--- src/rtl/trivium_stream_cipher.sv ---
// Trivium keystream generator with valid/ready XOR datapath and per-beat bypass.
// UNROLL rounds per clock; keystream is packed LSB-first into a WORD_W buffer.
//
// state | meaning
// IDLE  | no key loaded; only bypass beats pass
// INIT  | 1152-round warm-up in progress, busy = 1
// RUN   | keystream generation, ks_ready = 1
module trivium_stream_cipher #(
  parameter int WORD_W = 8,
  parameter int UNROLL = 1
) (
  input  logic              clk,
  input  logic              rst_n,
  input  logic [79:0]       key,
  input  logic [79:0]       iv,
  input  logic              load,
  output logic              busy,
  output logic              ks_ready,
  input  logic              bypass,
  input  logic [WORD_W-1:0] in_data,
  input  logic              in_valid,
  output logic              in_ready,
  output logic [WORD_W-1:0] out_data,
  output logic              out_valid,
  input  logic              out_ready
);

  localparam int INIT_CYC = 1152 / UNROLL;
  localparam int CNT_W    = $clog2(INIT_CYC + 1);
  localparam int SLICES   = WORD_W / UNROLL;
  localparam int FILL_W   = (SLICES > 1) ? $clog2(SLICES) : 1;
  localparam logic [CNT_W-1:0]  INIT_LAST = CNT_W'(INIT_CYC - 1);
  localparam logic [FILL_W-1:0] FILL_LAST = FILL_W'(SLICES - 1);

  typedef enum logic [1:0] {ST_IDLE, ST_INIT, ST_RUN} state_t;

  state_t              state_q, state_d;
  logic [287:0]        s_q, s_adv, st_work, load_state;
  logic [288:0]        rnd;
  logic [UNROLL-1:0]   z_slice;
  logic [CNT_W-1:0]    cnt_q;
  logic [WORD_W-1:0]   ks_word_q;
  logic [FILL_W-1:0]   ks_fill_q;
  logic                ks_valid_q;
  logic                in_fire, ks_take, gen_en, adv;

  // Returns {z, next_state}; bit i of the state vector holds s(i+1).
  function automatic logic [288:0] trivium_round(input logic [287:0] s);
    logic t1, t2, t3, z;
    t1 = s[65] ^ s[92];
    t2 = s[161] ^ s[176];
    t3 = s[242] ^ s[287];
    z  = t1 ^ t2 ^ t3;
    t1 = t1 ^ (s[90] & s[91]) ^ s[170];
    t2 = t2 ^ (s[174] & s[175]) ^ s[263];
    t3 = t3 ^ (s[285] & s[286]) ^ s[68];
    return {z, s[286:177], t2, s[175:93], t1, s[91:0], t3};
  endfunction

  assign load_state = {3'b111, 108'd0, 4'd0, iv, 13'd0, key};

  always_comb begin
    st_work = s_q;
    rnd     = '0;
    z_slice = '0;
    for (int i = 0; i < UNROLL; i++) begin
      rnd        = trivium_round(st_work);
      z_slice[i] = rnd[288];
      st_work    = rnd[287:0];
    end
    s_adv = st_work;
  end

  always_ff @(posedge clk or negedge rst_n) begin
    if (!rst_n) state_q <= ST_IDLE;
    else        state_q <= state_d;
  end

  always_comb begin
    state_d  = state_q;
    busy     = 1'b0;
    ks_ready = 1'b0;
    case (state_q)
      ST_IDLE: ;
      ST_INIT: begin
        busy = 1'b1;
        if (cnt_q == '0) state_d = ST_RUN;
      end
      ST_RUN:  ks_ready = 1'b1;
      default: state_d = ST_IDLE;
    endcase
    if (load) state_d = ST_INIT;
  end

  // Bypass beats are held back only by load and output back-pressure.
  assign in_ready = (!out_valid || out_ready) && !load &&
                    (bypass || (ks_valid_q && !busy));
  assign in_fire  = in_valid && in_ready;
  assign ks_take  = in_fire && !bypass;
  assign gen_en   = (state_q == ST_RUN) && (!ks_valid_q || ks_take);
  assign adv      = (state_q == ST_INIT) || gen_en;

  always_ff @(posedge clk or negedge rst_n) begin
    if (!rst_n) begin
      cnt_q <= '0;
    end else if (load) begin
      cnt_q <= INIT_LAST;
    end else if (state_q == ST_INIT && cnt_q != '0) begin
      cnt_q <= cnt_q - CNT_W'(1);
    end
  end

  always_ff @(posedge clk or negedge rst_n) begin
    if (!rst_n)    s_q <= '0;
    else if (load) s_q <= load_state;
    else if (adv)  s_q <= s_adv;
  end

  // The fill index is always zero while the word is valid, so a consuming
  // cycle starts writing the next word at slice 0 without a bubble.
  always_ff @(posedge clk or negedge rst_n) begin
    if (!rst_n) begin
      ks_word_q  <= '0;
      ks_fill_q  <= '0;
      ks_valid_q <= 1'b0;
    end else if (load) begin
      ks_fill_q  <= '0;
      ks_valid_q <= 1'b0;
    end else begin
      if (ks_take) ks_valid_q <= 1'b0;
      if (gen_en) begin
        ks_word_q[int'(ks_fill_q) * UNROLL +: UNROLL] <= z_slice;
        if (ks_fill_q == FILL_LAST) begin
          ks_fill_q  <= '0;
          ks_valid_q <= 1'b1;
        end else begin
          ks_fill_q <= ks_fill_q + FILL_W'(1);
        end
      end
    end
  end

  always_ff @(posedge clk or negedge rst_n) begin
    if (!rst_n) begin
      out_valid <= 1'b0;
      out_data  <= '0;
    end else if (load) begin
      out_valid <= 1'b0;
    end else if (in_fire) begin
      out_valid <= 1'b1;
      out_data  <= bypass ? in_data : (in_data ^ ks_word_q);
    end else if (out_ready) begin
      out_valid <= 1'b0;
    end
  end

endmodule
--- config.mk ---
export PLATFORM = sky130hd
export DESIGN_NAME = trivium_stream_cipher
export DESIGN_NICKNAME = d
export VERILOG_FILES = /design/src/rtl/trivium_stream_cipher.sv
export SDC_FILE = /design/constraint.sdc
export NUM_CORES = 1
export LEC_CHECK = 0
export ABC_AREA = 1
export CAP_MARGIN = 20
export CELL_PAD_IN_SITES_DETAIL_PLACEMENT = 0
export CELL_PAD_IN_SITES_GLOBAL_PLACEMENT = 1
export CORE_MARGIN = 3
export CORE_UTILIZATION = 39
export CTS_CLUSTER_SIZE = 12
export DETAILED_ROUTE_END_ITERATION = 16
export PLACE_DENSITY_LB_ADDON = 0.1
export SLEW_MARGIN = 10
export SYNTH_ARGS = -nofsm -noshare
export SYNTH_HDL_FRONTEND = slang
export SYNTH_SLANG_ARGS = --single-unit
export TNS_END_PERCENT = 20
--- constraint.sdc ---
create_clock -name clk -period 3.37 [get_ports clk]
set_clock_uncertainty 0.2 [all_clocks]
set_input_delay 1.011 -clock clk [delete_from_list [all_inputs] [get_ports clk]]
set_output_delay 1.011 -clock clk [all_outputs]
set_load 0.01 [all_outputs]
==> impl_results.md <==
* Clk root buf: clkbuf_16
* VDD IR max at 0.000249 V
* Die Wd at 202 um
* Clock insertion delay at the later pin of the skew report at 0.51 ns
* Outcome: finished clean
* Pwr Density at 487 nW/um2
* Max cap viols at 0
* Initial Util at 0.397
* Cts hold-fix bufs at 0
* Worst EP required at 2.16 ns
* Dominant cells by area after synthesis: dfrtp_1 (54%), nand2_1 (16%), o21ai_0 (12%), inv_1 (5.0%), nand3_1 (4.2%)
* # DRC at 0
* Number of synthesized flops with an enable pin at 0
* Leak pwr at 9.37 nW
* Fin crit share at 0.974
* Crit. path cell count at 5
* Rel. slew slack at 0.552
* Num CTS Buffers at 38
* Routed Antenna Nets at 0
* Port bufs at 185
* Clock sinks at 322
* Gate Count Post-Synth at 1873
* Die area at 40900 um2
* Vias per Instance at 4.71
* Crit Path Category: in2out
* Reg2reg path depth at 10
* Clk slew on worst S/H paths at 0.05 ns
* Synth unique cells at 32
* Slew @ Worst Pin at 0.672 ns
* Crit path capture type: output pin
* Core area at 37800 um2
* All-Layer GR Usage at 0.171
* Nets at 2192
* Fin. max-slew vios at 0
* Initial antenna violation count at 0
* Async SR Flop Fraction at 1.00
* Fmax at 305 MHz
* Grt ovf at 0
* Routability congestion estimate at 0.746
* N_diodes at 0
* Die H at 202 um
* DRT Pass-1 Iters at 6
* Worst Hold Class: in2async
* FF+latch count, synth at 322
* Synth Cell Area at 15000 um2
* P&R area growth vs syn at 24.1%
* Final Hold Slack at 0.263 ns
* Setup TNS at 0 ns
* CP arrival at 2.07 ns
* Worst-path cell with the longest stage delay: clkdlybuf4s50_1
* Post-route minimum period at 3.28 ns
* Global-route wire length before repair at 59000 um
* Vias in the first global route at 11700
* Setup Buffers After CTS at 0
* Crit path max-delay family: buffers and inverters
* Final wirelength at 34900 um
* Dpl ws at -0.186 ns
* H-tree depth at 2
* CP Cell Sequence: clkdlybuf4s50_1 > inv_1 > a21oi_2 > o21a_1 > dlygate4sd2_1
* Sequential share of the synthesized area at 0.537
* Final Hold Violating Endpoints at 0
* Overall power at 0.00906 W
* Final setup vio count at 0
* Vias post-DR at 12000
* Largest net degree at the start of global routing at 171
* WL/cell at 13.7 um
* Ys flop type: dfrtp_1
* Final HPWL DP at 21900 um
* CP max stage delay at 0.45 ns
* Synthesized area per cell at 8.01 um2
* Most instantiated cells after synthesis: nand2_1 (648), o21ai_0 (347), dfrtp_1 (322)
* Syn. warnings at 0
* Leading area contributor after synthesis: dfrtp_1
* Net Count, Synth at 2056
* Num ports at 186
* Crit path buf inv count at 3
* CTS tree: yes
* Critical Path Source Type: primary input
* RSZ-0062 raised after global routing: no
* Synth top area share at 0.537
* Layout cells sized above 1 at 0.0590
* Most frequent cell after synthesis: nand2_1
* Site Rows at 71
* Deepest clock path buffer count at 3
* Initial DRC Count at 802
* CP max FO at 2
* Min setup slack post-route at 0.0869 ns
* Resized cells post-CTS at 1
-- logic make-up after synthesis --
| kind of cell | synth area share |
|---|---|
| AOI/OAI and AO/OA | 0.120 |
| xor gates and xnor gates | 0.00934 |
| adders and majority gates | 0.00751 |
| buffers and inverters | 0.0903 |
| DFF | 0.537 |
| and+or+nand+nor | 0.236 |
-- sequential cells by signal, summed over array words and instances (netlist names) --
name,flops
out_data,8
cnt_q,11
ks_valid_q,1
s_q,288
state_q,2
ks_fill_q,3
ks_word_q,8
out_valid,1
-- cells in the final DEF, fill, tap and decap left out, types with 2 or more instances in the layout --
cell	n
nand2_1	648
nand3_1	125
xnor2_1	2
clkbuf_16	41
nand3_2	20
buf_8	2
nand4_1	7
nand2_4	2
nor3_1	4
inv_2	3
clkbuf_1	10
clkbuf_8	13
a21oi_1	7
clkinv_2	3
nor2_1	37
inv_1	198
ha_1	9
dfrtp_1	322
buf_4	9
nor2_2	2
clkdlybuf4s50_1	182
buf_12	19
xor2_1	14
o21ai_0	347
-- through the flow --
| step | cells | area [um2] | util |
|---|---|---|---|
| global route | 2546 | 18600 | 0.493 |
| global placement | 2480 | 17400 | 0.460 |
| CTS | 2546 | 18600 | 0.493 |
| detailed placement | 2480 | 17400 | 0.460 |
| finish | 2546 | 18600 | 0.493 |
| floorplan | 1873 | 15000 | - |
-- layout make-up --
cell class,count,area [um2]
multi-input cells,1231,5590
inverters,203,766
clock inverters,2,10.0
fillers,3747,19100
flip-flops and latches,322,8060
clock buffers,64,1240
well taps,511,639
repair buffers,213,2310
-- routing by layer --
metal	global-route usage	vias to the layer above	wire length [um]
li1	-	6155	-
met1	0.252	5608	17400
met2	0.266	194	15600
met3	0.0295	33	1300
met4	0.0391	0	539
met5	0	-	0
-- path summary, 6_finish.rpt --
check	end	slack (ns)	start
min	s_q[104]$_DFFE_PN0P_	0.26	rst_n
max	in_ready	0.09	out_ready
min in group clk	s_q[284]$_DFFE_PN0P_	0.27	s_q[284]$_DFFE_PN0P_
min reg2reg	s_q[284]$_DFFE_PN0P_	0.27	s_q[284]$_DFFE_PN0P_
max in group asynchronous	s_q[32]$_DFFE_PN0P_	1.88	rst_n
max reg2reg	s_q[238]$_DFFE_PN0P_	1.19	state_q[1]$_DFFE_PN0P_
-- where the power goes --
group / switching, W / internal [W] / total, W
Clock: 0.00155 / 0.00249 / 0.00404
Sequential: 0.0000635 / 0.00407 / 0.00414
Combinational: 0.000475 / 0.000406 / 0.000882
No activity file was read; power rests on OpenSTA's default activity.
